File: src/rtl/char_display_renderer_if.sv
// Read-side memory bundle of the character display: the VGA read port of
// CharacterDisplayRAM plus the glyph ROM address/data pair.
interface char_display_renderer_if;
  logic       vgaEn;
  logic [7:0] hPixelVGA;
  logic [6:0] vPixelVGA;
  logic [5:0] charCode;
  logic [8:0] glyphAddr;
  logic [7:0] glyphRow;

  modport master (
    output vgaEn, hPixelVGA, vPixelVGA, glyphAddr,
    input  charCode, glyphRow
  );

  modport slave (
    input  vgaEn, hPixelVGA, vPixelVGA, glyphAddr,
    output charCode, glyphRow
  );
endinterface

File: src/rtl/char_display_renderer.sv
// Character display pixel pipeline: cell fetch from the display RAM, glyph ROM
// lookup, blinking cursor inversion and RGB332 output with aligned sync/blank.
module char_display_renderer #(
  parameter int unsigned BLINK_FRAMES = 32,
  parameter logic [7:0]  FG_COLOR     = 8'hFF,
  parameter logic [7:0]  BG_COLOR     = 8'h00
) (
  input  logic                    clk,
  input  logic                    reset,
  input  logic [9:0]              hCount,
  input  logic [9:0]              vCount,
  input  logic                    hSyncIn,
  input  logic                    vSyncIn,
  input  logic                    blankIn,
  char_display_renderer_if.master mem,
  input  logic                    cursorEn,
  input  logic [7:0]              cursorCol,
  input  logic [6:0]              cursorRow,
  output logic [7:0]              rgb,
  output logic                    hSync,
  output logic                    vSync,
  output logic                    blank
);
  localparam int unsigned CNT_W = (BLINK_FRAMES > 1) ? $clog2(BLINK_FRAMES) : 1;
  localparam int unsigned DEPTH = 4;

  typedef struct packed {
    logic [2:0] xBit;
    logic [2:0] yRow;
    logic       blank;
    logic       hSync;
    logic       vSync;
    logic       cursorHit;
  } sideband_t;

  localparam sideband_t SB_IDLE = '{xBit: 3'd0, yRow: 3'd0, blank: 1'b1,
                                    hSync: 1'b1, vSync: 1'b1, cursorHit: 1'b0};

  typedef enum logic {VISIBLE, HIDDEN} blink_state_e;

  blink_state_e     state, stateNext;
  logic [CNT_W-1:0] frameCnt, frameCntNext;
  logic             vsPrev, vsFall;
  logic             blinkPhase;

  // Blink state register; the falling edge of vSyncIn is registered before use.
  always_ff @(posedge clk) begin
    if (reset) begin
      state    <= VISIBLE;
      frameCnt <= '0;
      vsPrev   <= 1'b1;
      vsFall   <= 1'b0;
    end else begin
      state    <= stateNext;
      frameCnt <= frameCntNext;
      vsPrev   <= vSyncIn;
      vsFall   <= vsPrev & ~vSyncIn;
    end
  end

  // Frame counter and half-period toggle.
  always_comb begin
    stateNext    = state;
    frameCntNext = frameCnt;
    if (vsFall) begin
      if (frameCnt == CNT_W'(BLINK_FRAMES - 1)) begin
        frameCntNext = '0;
        stateNext    = (state == VISIBLE) ? HIDDEN : VISIBLE;
      end else begin
        frameCntNext = frameCnt + 1'b1;
      end
    end
  end

  assign blinkPhase = (state == VISIBLE);

  logic [7:0] cellCol;
  logic [6:0] cellRow;
  logic       cursorHitNow;
  logic       pixBit;
  sideband_t  sb [DEPTH];

  assign cellCol      = {1'b0, hCount[9:3]};
  assign cellRow      = vCount[9:3];
  assign cursorHitNow = cursorEn & blinkPhase & (cellCol == cursorCol) & (cellRow == cursorRow);
  assign pixBit       = mem.glyphRow[3'd7 - sb[DEPTH-1].xBit];

  // Five-edge pipeline: address, RAM, glyph address, ROM, pixel.
  always_ff @(posedge clk) begin
    if (reset) begin
      mem.vgaEn     <= 1'b0;
      mem.hPixelVGA <= '0;
      mem.vPixelVGA <= '0;
      mem.glyphAddr <= '0;
      for (int unsigned i = 0; i < DEPTH; i++) sb[i] <= SB_IDLE;
      rgb   <= 8'h00;
      hSync <= 1'b1;
      vSync <= 1'b1;
      blank <= 1'b1;
    end else begin
      mem.vgaEn     <= ~blankIn;
      mem.hPixelVGA <= cellCol;
      mem.vPixelVGA <= cellRow;
      sb[0] <= '{xBit: hCount[2:0], yRow: vCount[2:0], blank: blankIn,
                 hSync: hSyncIn, vSync: vSyncIn, cursorHit: cursorHitNow};
      for (int unsigned i = 1; i < DEPTH; i++) sb[i] <= sb[i-1];
      mem.glyphAddr <= {mem.charCode, sb[1].yRow};
      // Blank masks stale RAM codes and the cursor alike.
      rgb   <= sb[DEPTH-1].blank ? 8'h00 :
               ((pixBit ^ sb[DEPTH-1].cursorHit) ? FG_COLOR : BG_COLOR);
      hSync <= sb[DEPTH-1].hSync;
      vSync <= sb[DEPTH-1].vSync;
      blank <= sb[DEPTH-1].blank;
    end
  end
endmodule

File: src/flat_wrapper.sv
// flat-port wrapper written by rule: the top's interface ports become plain ports
module char_display_renderer_flat 
#(
  parameter int unsigned BLINK_FRAMES = 32,
  parameter logic [7:0]  FG_COLOR     = 8'hFF,
  parameter logic [7:0]  BG_COLOR     = 8'h00
)
  (clk, reset, hCount, vCount, hSyncIn, vSyncIn, blankIn, cursorEn, cursorCol, cursorRow, rgb, hSync, vSync, blank, mem_vgaEn, mem_hPixelVGA, mem_vPixelVGA, mem_glyphAddr, mem_charCode, mem_glyphRow);
  char_display_renderer_if mem_i ();
  input  logic clk;
  input  logic reset;
  input  logic [9:0] hCount;
  input  logic [9:0] vCount;
  input  logic hSyncIn;
  input  logic vSyncIn;
  input  logic blankIn;
  input  logic cursorEn;
  input  logic [7:0] cursorCol;
  input  logic [6:0] cursorRow;
  output logic [7:0] rgb;
  output logic hSync;
  output logic vSync;
  output logic blank;
  output wire logic [$bits(mem_i.vgaEn)-1:0] mem_vgaEn;
  output wire logic [$bits(mem_i.hPixelVGA)-1:0] mem_hPixelVGA;
  output wire logic [$bits(mem_i.vPixelVGA)-1:0] mem_vPixelVGA;
  output wire logic [$bits(mem_i.glyphAddr)-1:0] mem_glyphAddr;
  input wire logic [$bits(mem_i.charCode)-1:0] mem_charCode;
  input wire logic [$bits(mem_i.glyphRow)-1:0] mem_glyphRow;
  assign mem_vgaEn = mem_i.vgaEn;
  assign mem_hPixelVGA = mem_i.hPixelVGA;
  assign mem_vPixelVGA = mem_i.vPixelVGA;
  assign mem_glyphAddr = mem_i.glyphAddr;
  assign mem_i.charCode = mem_charCode;
  assign mem_i.glyphRow = mem_glyphRow;
  char_display_renderer #(.BLINK_FRAMES(BLINK_FRAMES), .FG_COLOR(FG_COLOR), .BG_COLOR(BG_COLOR)) u_core (.clk(clk), .reset(reset), .hCount(hCount), .vCount(vCount), .hSyncIn(hSyncIn), .vSyncIn(vSyncIn), .blankIn(blankIn), .mem(mem_i), .cursorEn(cursorEn), .cursorCol(cursorCol), .cursorRow(cursorRow), .rgb(rgb), .hSync(hSync), .vSync(vSync), .blank(blank));
endmodule
File: config.mk
export PLATFORM = sky130hd
export DESIGN_NAME = char_display_renderer_flat
export DESIGN_NICKNAME = d
export VERILOG_FILES = /design/src/rtl/char_display_renderer_if.sv /design/src/rtl/char_display_renderer.sv /design/src/flat_wrapper.sv
export SDC_FILE = /design/constraint.sdc
export NUM_CORES = 1
export LEC_CHECK = 0
export BUFFER_PORTS_ARGS = -buffer_cell sky130_fd_sc_hd__buf_4
export CAP_MARGIN = 20
export CORE_MARGIN = 2
export CORE_UTILIZATION = 30
export DETAILED_ROUTE_END_ITERATION = 16
export GPL_ROUTABILITY_DRIVEN = 0
export PLACE_DENSITY = 0.62
export SYNTH_ARGS = -nofsm -noshare
export SYNTH_HDL_FRONTEND = slang
export SYNTH_SLANG_ARGS = --single-unit
export TNS_END_PERCENT = 5
File: constraint.sdc
create_clock -name clk -period 1.6 [get_ports clk]
set_input_delay 0.32 -clock clk [delete_from_list [all_inputs] [get_ports clk]]
set_output_delay 0.32 -clock clk [all_outputs]
set_load 0.01 [all_outputs]
After elaboration in Yosys (flattened, before gate mapping)
Memory sizes are Yosys's and may differ from the RTL's.
Index checks and enable logic that the tools add are counted.
{"block": "totals", "reg_bits": 44, "mem_bits_rw": 40, "inputBits": 55, "output_inout_bits": 36, "n_memories": 1}
{"block": "op_classes", "addsub": 2, "order_cmp": 1, "n_eq_ne": 3, "muxes": 12, "bitwise_logic": 12, "n_reduce_logical": 2}
{"name": "u_core.sb", "depth": 4, "width": 10, "rd": 4, "rd_clocked_by_memory_dff": 0, "write_ports": 4, "line_no": "char_display_renderer.sv:81", "text": "sideband_t sb [DEPTH];"}
{"cell": "$mux 10", "count": 4}
{"cell": "$eq 7x8->1", "count": 1}
{"cell": "$mux 8", "count": 1}
{"cell": "$eq 7x7->1", "count": 1}
{"cell": "$add 5x1->5 const B", "count": 1}
{"cell": "$eq 5x5->1 const B", "count": 1}
{"cell": "$mux 1", "count": 5}
{"cell": "$mux 5", "count": 1}
{"cell": "$and 1x1->1", "count": 4}
{"cell": "$lt 3x4->1 const B", "count": 1}
{"cell": "$or 1x1->1", "count": 4}
{"cell": "$bmux 1 s3", "count": 1}
{"cell": "$not 1->1", "count": 3}
{"cell": "$sub 3x3->3 const A", "count": 1}
{"cell": "$reduce_and 2->1", "count": 1}
{"cell": "$reduce_or 2->1", "count": 1}
{"cell": "$xor 1x1->1", "count": 1}

Longest topological paths before layout
An unclocked memory read counts as a cell.
{"block": "logic_depth", "depth_word": 6, "ltp_mapped": 6, "depth_no_buf": 6}

Worst setup path before layout
No wires, ideal clock.
{"block": "synth_path", "path_type": "reg-to-reg", "startpoint": "register u_core.frameCnt[0]", "endpoint": "register u_core.frameCnt[3]", "setup_ps": 66, "arrival_ps": 1521, "t_required_ps": 1534, "slack_ps": 13, "path_stages_with_launch": 6, "path_cell_list": "dfxtp_1 ha_1 and3_1 ha_1 or4_4 a21oi_2"}
{"block": "synth_via", "elab_chain_cells": 2}
{"item": "start: declaration", "line_no": "char_display_renderer.sv:42", "text": "logic [CNT_W-1:0] frameCnt, frameCntNext;"}
{"item": "start signal: assignment", "line_no": "char_display_renderer.sv:55", "text": "frameCnt <= frameCntNext;"}
{"item": "$add 5x1->5 or $eq 5x5->1 (tied branches)", "line_no": "char_display_renderer.sv:70, char_display_renderer.sv:66"}
{"item": "$mux 5 *", "line_no": "char_display_renderer.sv:66", "text": "if (frameCnt == CNT_W'(BLINK_FRAMES - 1)) begin"}
Every way passes the cells marked *; elsewhere a longest branch is shown, timed or not.
A chain may end at the register's enable or synchronous reset.

Final worst setup path
{"block": "layout_path", "startpoint": "register u_core.frameCnt[0]", "endpoint": "register u_core.frameCnt[0]"}
Same word-level chain as after synthesis.

==> impl_metrics.py <==
metrics = {
    "outcome": {
        "status": "finished clean",
    },
    "routing": {
        "dr_wl_met2_mm": 1.83,
        "vias": 1535,
        "routedWlPerCell_um": 9.88,
        "final_antenna_net_count": 0,
        "wl_met1_mm": 1.67,
        "drt_wl_total_mm": 3.87,
        "drc": 0,
        "vias_per_cell": 3.92,
        "top_layer_used": "met4",
        "firstDrtPassIters": 4,
        "drt-initial-drc-count": 41,
        "wl_met3_um": 307,
    },
    "final_layout": {
        "nets": 345,
        "instances_no_fill": 392,
        "antenna_cells": 0,
        "syn2layout_area_growth_pct": 41.2,
        "drive_above_1_share": 0.403,
    },
    "hold_path": {
        "hp-class": "in -> reg",
        "min_path_cells": 2,
    },
    "clocking": {
        "cts_tree": "yes",
        "cts_htree_levels": 3,
        "clock_path_buffers": 2,
        "clk_pin_slew_ns": 0.07,
        "cts_made_buffers": 9,
        "clock-sinks": 69,
        "clock-root-buffer": "clkbuf_8",
        "clock_latency_ns": 0.32,
    },
    "power_and_ir_drop": {
        "totalPowerFinal_mw": 3.46,
        "leakagePower_nw": 1.38,
        "ir_drop_mv": 0.408,
        "p_per_area_nw_per_um2": 1080,
    },
    "flow_run": {
        "max-cap-violations": 0,
    },
    "timing": {
        "final.setup.tns_ns": 0,
        "finalCritPeriodShare": 0.952,
        "setup_viol": 0,
        "min_period_ns": 1.52,
        "drv_slew": 0,
        "hold_viol": 0,
        "hold_slack_ns": 0.150,
        "rsz0062_at_grt": "no",
        "finClkSkew_ns": 0.00331,
        "fmaxAchievable_mhz": 657,
    },
    "setup_path": {
        "crit_type": "reg -> reg",
        "path_depth": 6,
        "critPathBufInv": 1,
        "critPathRequiredTime_ns": 1.86,
        "endpoint_kind": "flop",
        "startpoint_type": "flop",
        "cpMostUsedCell": "ha_2",
        "cpLargestDelayFamily": "simple AND/OR/NAND/NOR gates",
        "slowest_delay_ns": 0.32,
        "crit_chain": "ha_2, and3_1, ha_2, buf_4, or3_1, a21oi_1",
        "slowest_stage": "dfxtp_1",
        "crit_fanout": 5,
        "critPathArrivalTime_ns": 1.78,
        "rr_worst_depth": 6,
    },
    "die": {
        "die_width_um": 90.9,
        "rows": 31,
        "die_area_um2": 8260,
        "io_pins": 91,
        "start_util": 0.311,
        "core-area_um2": 7290,
        "die_y_um": 90.9,
    },
    "logic_synthesis": {
        "ys_ff_latch": 69,
        "syn-num-nets": 257,
        "synth_area_um2": 2260,
        "synth_flop_cell": "dfxtp_1",
        "yosysMostFrequentCell": "dfxtp_1",
        "synth_top_area_share": 0.610,
        "synth-async-reset-ratio": 0,
        "synth_warnings": 0,
        "syn_inst": 200,
        "syn_avg_cell_area_um2": 11.3,
        "seq_area_frac_synth": 0.610,
        "ys_types": 29,
        "synth_top_area_cell": "dfxtp_1",
        "synthTopCellsByArea": "dfxtp_1, nor2b_1, xnor2_1",
        "synth_common_cells": "dfxtp_1, nor2b_1, xnor2_1",
        "synth_edf_count": 0,
    },
    "placed_design": {
        "hpwlAfterDp_mm": 2.87,
        "placedCellCount": 376,
        "place.port_buffers": 89,
    },
    "grt": {
        "grt_max_degree": 27,
        "grt_antenna_before_repair": 0,
        "grt_first_pass_wirelength_mm": 6.41,
        "grt_pass1_vias": 1423,
        "grt_overflow": 0,
        "grt.total_usage": 0.0991,
    },
}
==> flip-flops by register name (all words and copies together) (netlist names) <==
name	cells
u_core.mem.vgaEn	1
u_core.sb	34
u_core.rgb	1
u_core.state	1
u_core.blank	1
u_core.frameCnt	5
u_core.hSync	1
u_core.mem.glyphAddr	9
u_core.mem.hPixelVGA	7
u_core.mem.vPixelVGA	7
u_core.vSync	1
u_core.vsFall	1
==> power by group <==
part	total, mW	internal [mW]	switching [mW]
combinational	0.300	0.191	0.109
clock	1.37	0.759	0.608
sequential	1.80	1.78	0.0187
total	3.46	2.73	0.736
==> final timing paths <==
path                      startpoint                  to  slack, ns
setup reg to reg  u_core.frameCnt[0]  u_core.frameCnt[0]       0.08
hold / removal               blankIn    u_core.mem.vgaEn       0.15
hold reg to reg      u_core.sb[3][2]        u_core.hSync       0.40
setup / recovery  u_core.frameCnt[0]  u_core.frameCnt[0]       0.08
==> metal layers <==
| layer | up-vias | GRT usage |
|---|---|---|
| met5 | - | 0 |
| met4 | 0 | 0.0568 |
| met3 | 7 | 0.0426 |
| met2 | 54 | 0.153 |
| met1 | 678 | 0.115 |
| li1 | 796 | - |
==> what timing repair did <==
action	in CTS	in global routing
hold buffers	0	0
buffers inserted	0	0
gates resized for setup	0	2
endpoints found under the setup margin	0	3
==> cell families after synthesis <==
group / Yosys count / synth area share
simple gates: 79 / 0.211
compound gates: 6 / 0.0155
other cells: 1 / 0.00166
xor+xnor: 15 / 0.0580
mux: 6 / 0.0376
flops: 69 / 0.610
fa+ha+maj: 2 / 0.0110
buf+inv: 22 / 0.0552
==> worst register-to-register path: stages, from the launching register on <==
cell and delay [ns]:
dfxtp_1 0.32, ha_2 0.19, and3_1 0.19, ha_2 0.18, buf_4 0.14, or3_1 0.31
a21oi_1 0.14
==> through the flow <==
step	worst slack (ns)	util	cell area, um^2
floorplan	0.0134	-	2260
global placement	0.0764	0.410	2990
detailed placement	0.0172	0.410	2990
CTS	0.00502	0.438	3190
global route	0.00588	0.438	3200
finish	0.0774	0.438	3200
==> layout by cell type (no fill, tap or decap), types with 2 or more instances in the layout <==
master,instances
ha_2,2
xnor2_1,14
nand2_1,3
inv_1,3
clkbuf_8,10
or2_1,13
mux2i_1,4
nor2_1,7
clkinv_2,3
a21oi_1,2
dfxtp_1,69
clkinv_4,2
nor2b_1,44
o21ai_0,2
or3_1,2
nand3_1,2
nand4_1,3
mux4_2,2
buf_4,95
==> layout make-up <==
type / count / area [um^2]
Fill cell: 722 / 4100
Sequential cell: 69 / 1380
Multi-Input combinational cell: 109 / 763
Timing Repair Buffer: 95 / 713
Clock buffer: 10 / 138
Tap cell: 99 / 124
Clock inverter: 6 / 62.6
Inverter: 4 / 15.0
(Power assumes the default switching activity.)
